## config.mk

```make
export PLATFORM = sky130hd
export DESIGN_NAME = regfile_write_arbiter
export DESIGN_NICKNAME = d
export VERILOG_FILES = /design/src/rtl/regfile_write_arbiter.sv
export SDC_FILE = /design/constraint.sdc
export NUM_CORES = 1
export LEC_CHECK = 0
export BUFFER_PORTS_ARGS = -buffer_cell sky130_fd_sc_hd__buf_2
export CAP_MARGIN = 15
export CORE_MARGIN = 10
export CORE_UTILIZATION = 55
export DETAILED_ROUTE_END_ITERATION = 8
export PLACE_DENSITY_LB_ADDON = 0.12
export SYNTH_ARGS = -nofsm -noshare
export SYNTH_HDL_FRONTEND = slang
export SYNTH_SLANG_ARGS = --single-unit
```

## constraint.sdc

```tcl
create_clock -name Clk -period 3.35 [get_ports Clk]
set_clock_uncertainty 0.15 [all_clocks]
set_input_delay 0.1675 -clock Clk [delete_from_list [all_inputs] [get_ports Clk]]
set_output_delay 0.1675 -clock Clk [all_outputs]
set_load 0.03 [all_outputs]
```

## src/rtl/regfile_write_arbiter.sv

```systemverilog
// Two-port round-robin arbiter for the register file write port, one holding buffer per port.
// Define REGARB_XZR_DROP_EN to suppress the RegWr pulse for writes to register 31.
module regfile_write_arbiter #(
    parameter int DATA_W = 64
) (
    input  logic              Clk,
    input  logic              ResetL,
    input  logic              Valid0,
    input  logic              Valid1,
    output logic              Ready0,
    output logic              Ready1,
    input  logic [4:0]        Reg0,
    input  logic [4:0]        Reg1,
    input  logic [DATA_W-1:0] Data0,
    input  logic [DATA_W-1:0] Data1,
    output logic              RegWr,
    output logic [4:0]        RW,
    output logic [DATA_W-1:0] BusW,
    output logic [31:0]       PendMask
);

    logic              full0_q, full0_d, full1_q, full1_d;
    logic [4:0]        hreg0_q, hreg0_d, hreg1_q, hreg1_d;
    logic [DATA_W-1:0] hdata0_q, hdata0_d, hdata1_q, hdata1_d;
    logic              old_q, old_d;
    logic              last_gnt_q, last_gnt_d;
    logic              regwr_q, regwr_d;
    logic [4:0]        rw_q, rw_d;
    logic [DATA_W-1:0] busw_q, busw_d;

    logic              gnt0, gnt1, gnt;
    logic              acc0, acc1, keep0, keep1;
    logic [4:0]        sel_reg;
    logic [DATA_W-1:0] sel_data;
    logic [31:0]       pend;

    // old_q = 0: port 0 holds the older entry; last_gnt_q = index of last granted port
    always_comb begin
        gnt0 = 1'b0;
        gnt1 = 1'b0;
        if (full0_q && full1_q) begin
            if (hreg0_q == hreg1_q) begin
                gnt0 = !old_q;
            end else begin
                gnt0 = last_gnt_q;
            end
            gnt1 = !gnt0;
        end else begin
            gnt0 = full0_q;
            gnt1 = full1_q;
        end
    end

    always_comb begin
        gnt      = gnt0 | gnt1;
        acc0     = Valid0 && !full0_q;
        acc1     = Valid1 && !full1_q;
        keep0    = full0_q && !gnt0;
        keep1    = full1_q && !gnt1;
        full0_d  = acc0 | keep0;
        full1_d  = acc1 | keep1;
        hreg0_d  = acc0 ? Reg0 : hreg0_q;
        hreg1_d  = acc1 ? Reg1 : hreg1_q;
        hdata0_d = acc0 ? Data0 : hdata0_q;
        hdata1_d = acc1 ? Data1 : hdata1_q;

        old_d = old_q;
        if (keep0 && acc1) begin
            old_d = 1'b0;
        end else if (keep1 && acc0) begin
            old_d = 1'b1;
        end else if (acc0 && acc1) begin
            old_d = 1'b0;
        end

        sel_reg    = gnt1 ? hreg1_q : hreg0_q;
        sel_data   = gnt1 ? hdata1_q : hdata0_q;
        last_gnt_d = gnt ? gnt1 : last_gnt_q;
        rw_d       = gnt ? sel_reg : rw_q;
        busw_d     = gnt ? sel_data : busw_q;
`ifdef REGARB_XZR_DROP_EN
        regwr_d = gnt && (sel_reg != 5'd31);
`else
        regwr_d = gnt;
`endif
    end

    always_ff @(posedge Clk or negedge ResetL) begin
        if (!ResetL) begin
            full0_q    <= 1'b0;
            full1_q    <= 1'b0;
            hreg0_q    <= '0;
            hreg1_q    <= '0;
            hdata0_q   <= '0;
            hdata1_q   <= '0;
            old_q      <= 1'b0;
            last_gnt_q <= 1'b1;
            regwr_q    <= 1'b0;
            rw_q       <= '0;
            busw_q     <= '0;
        end else begin
            full0_q    <= full0_d;
            full1_q    <= full1_d;
            hreg0_q    <= hreg0_d;
            hreg1_q    <= hreg1_d;
            hdata0_q   <= hdata0_d;
            hdata1_q   <= hdata1_d;
            old_q      <= old_d;
            last_gnt_q <= last_gnt_d;
            regwr_q    <= regwr_d;
            rw_q       <= rw_d;
            busw_q     <= busw_d;
        end
    end

    // X31 is hardwired to zero, so it is never a hazard source
    always_comb begin
        pend = '0;
        if (full0_q) pend[hreg0_q] = 1'b1;
        if (full1_q) pend[hreg1_q] = 1'b1;
        if (regwr_q) pend[rw_q] = 1'b1;
        pend[31] = 1'b0;
    end

    assign Ready0   = !full0_q;
    assign Ready1   = !full1_q;
    assign RegWr    = regwr_q;
    assign RW       = rw_q;
    assign BusW     = busw_q;
    assign PendMask = pend;

endmodule

```

==> reports/results.ini <==
[routing]
totalWireLength_um = 29200
num_vias = 7929
drtIter0Drc = 555
dr.pass1.iters = 5
routedWlPerCell_um = 21.0
drc = 0
drtAntennaViolNets = 0
viasPerCell = 5.71

[global_route]
grt_use_total_pct = 23.8
grt_pass1_wl_um = 46900
grt_max_degree = 90
grt_pass1_vias = 8375
antenna_found_initial = 4
grt_overflow_total = 0

[synthesis]
netlist_instances = 781
synth-edff-count = 0
synthFlopType = dfrtp_1
synth_top_area_share_pct = 53.9
postSynthAreaPerCell_um2 = 12.6
synth-seq-area-share_pct = 54.1
ys_ff_latch = 212
ys_types = 39
synth_area_leaders = dfrtp_1 (54%), mux2_2 (16%), mux2i_1 (7.0%), nand2_1 (5.1%), o221a_2 (4.2%)
synth_area_um2 = 9800
synthTopCellsByCount = dfrtp_1 (211), mux2_2 (137), nand2_1 (132), mux2i_1 (69), o221a_2 (37)
yosys_warnings = 0
syn_nets = 923
async_reset_ff_share_pct = 100
synth.most_common_cell = dfrtp_1
yosysTopAreaCell = dfrtp_1

[floorplanning]
die_h_um = 154
pin_count = 246
start_util_pct = 56.5
row_count = 48
die_area_um2 = 23600
core_area_um2 = 17400
die_w_um = 154

[sta]
fin_crit_ps = 2700
setup_viol = 0
setup_tns_ps = 0
fmax_ghz = 0.370
worst_pin_slew_ps = 917
relSlewSlack_pct = 38.5
rsz0062_at_grt = no
drv_slew = 0
finalCritPeriodShare_pct = 80.6
hold_viol_final = 0

[critical_path]
rr_startpoint = full1_q
critPathKind = register to output port
ff2ff_setup_slack_ps = 800
crit_buf_inv = 2
cp.required_ps = 3030
end_kind = output port
r2r_end = BusW[2]
path_max_fanout = 8
cp_top_family = simple AND/OR/NAND/NOR gates
r2r.worst_path.cells = 5
cp_data_arrival_time_ps = 2380
critPathSlowestCell = dfrtp_1
crit_path_start_kind = register
path_cells = nand2b_1, nor2_1, a222oi_1, inv_1, buf_2
slowest_delay_ps = 590

[clocking]
cts_tree = done
cts_made_buffers = 22
post_cts_buffers = 0
clock_sinks = 212
htree_levels = 1
clkLatencyLatePin_ps = 500
cts-root-buf = clkbuf_16
cts_resized = 0
clock_path_buffers = 3
clk_pin_slew_ps = 60

[flow_run]
drv_cap = 0

[power]
p_per_area_nw_per_um2 = 874
peakVddDrop_mv = 0.736
p_leak_nw = 6.22

[worst_hold_path]
hold_start = Valid1
min_to = hdata1_q[18]
hold_class = input port to register
hold_path_depth = 3

[outcome]
status = finished clean

[placement]
routabilityCongestion = 0.835
port-buffer-count = 244
dp_hpwl_um = 17300

[layout]
utilization_pct = 77.0
drive_above_1_share_pct = 41.6
fin_nets = 1286
area_growth_pct = 36.4

## metal layers
layer	vias to the layer above	global-route usage (%)	wire [um]
met5	-	0	0
met4	0	6.66	650
met3	48	5.24	2000
met2	343	38.8	14200
met1	3942	31.5	12400
li1	3596	-	-
## layout make-up
| type | instances | area (um^2) |
|---|---|---|
| Multi-Input combinational cell | 502 | 4190 |
| Antenna cell | 4 | 10.0 |
| Clock inverter | 10 | 114 |
| Clock buffer | 30 | 651 |
| Inverter | 7 | 26.3 |
| Fill cell | 1079 | 3990 |
| Tap cell | 225 | 282 |
| Timing Repair Buffer | 399 | 2790 |
| Sequential cell | 212 | 5310 |
## cells by family after synthesis
family                 share of synthesized area [%]
AO/OA/AOI/OAI                                   11.2
XOR/XNOR                                       0.447
buffers and inverters                           3.43
flip-flops                                      54.1
multiplexers                                    22.8
other                                         0.0382
AND/OR/NAND/NOR                                 7.96
## how the worst max path moves through the flow
stage	start	to	slack, ps	depth (start not counted)
after floorplan	full1_q	PendMask[1]	1300	4
after global placement	hreg0_q[3]	BusW[22]	830	6
after detailed placement	hreg1_q[4]	BusW[39]	830	6
after CTS	full0_q	Ready0	680	3
after global routing	full0_q	PendMask[0]	530	5
final	full0_q	PendMask[22]	650	5
## power by group
part           internal, mW  switching (mW)  leakage [nW]
Combinational          2.03            2.76          3.39
Sequential             3.54           0.825          2.46
Clock                  1.52            1.01         0.381
## metrics by stage
stage               std cells  setup slack (ps)  cell area, um^2  total power, mW  hold slack, ps
CTS                      1385               676            13400             11.7            29.5
detailed placement       1206               833            11200             9.00             132
finish                   1389               649            13400             11.7            39.4
global placement         1206               835            11200             8.89             129
floorplan                 781              1300             9800             7.61            -278
global route             1389               528            13400             12.3            37.1
## cell usage in the layout (no fill, tap or decap), drive strengths merged, types with 2 or more instances in the layout
master / netlist / layout
buf: 29 / 259
dfrtp: 211 / 211
dlygate4sd3: 0 / 139
mux2: 137 / 137
nand2: 132 / 132
mux2i: 69 / 69
o221a: 67 / 67
clkbuf: 31 / 31
a22oi: 27 / 27
nor2: 13 / 13
nor3b: 11 / 11
clkinv: 1 / 8
and3b: 6 / 6
inv: 6 / 6
and3: 5 / 5
xor2: 5 / 5
nor3: 5 / 5
diode: 0 / 4
a222oi: 4 / 4
a21oi: 3 / 3
nand2b: 2 / 2
nor2b: 2 / 2
o21ai: 2 / 2
bufinv: 0 / 2
## tightest hold or removal path, stage by stage
cell and delay [ps]:
buf_2 100, nor2b_4 160, mux2_2 220
## flip-flops by register name, indices dropped and copies added (netlist names)
name,cells
BusW,64
RW,5
RegWr,1
full0_q,1
full1_q,1
hdata0_q,64
hdata1_q,64
hreg0_q,5
hreg1_q,5
last_gnt_q,1
old_q,1
## timing repair
item,4_1_cts,5_1_grt
endpoints found under the hold margin,223,0
setup endpoints to repair,0,0
hold buffers,139,0
Power figures use the tool's default switching activity.
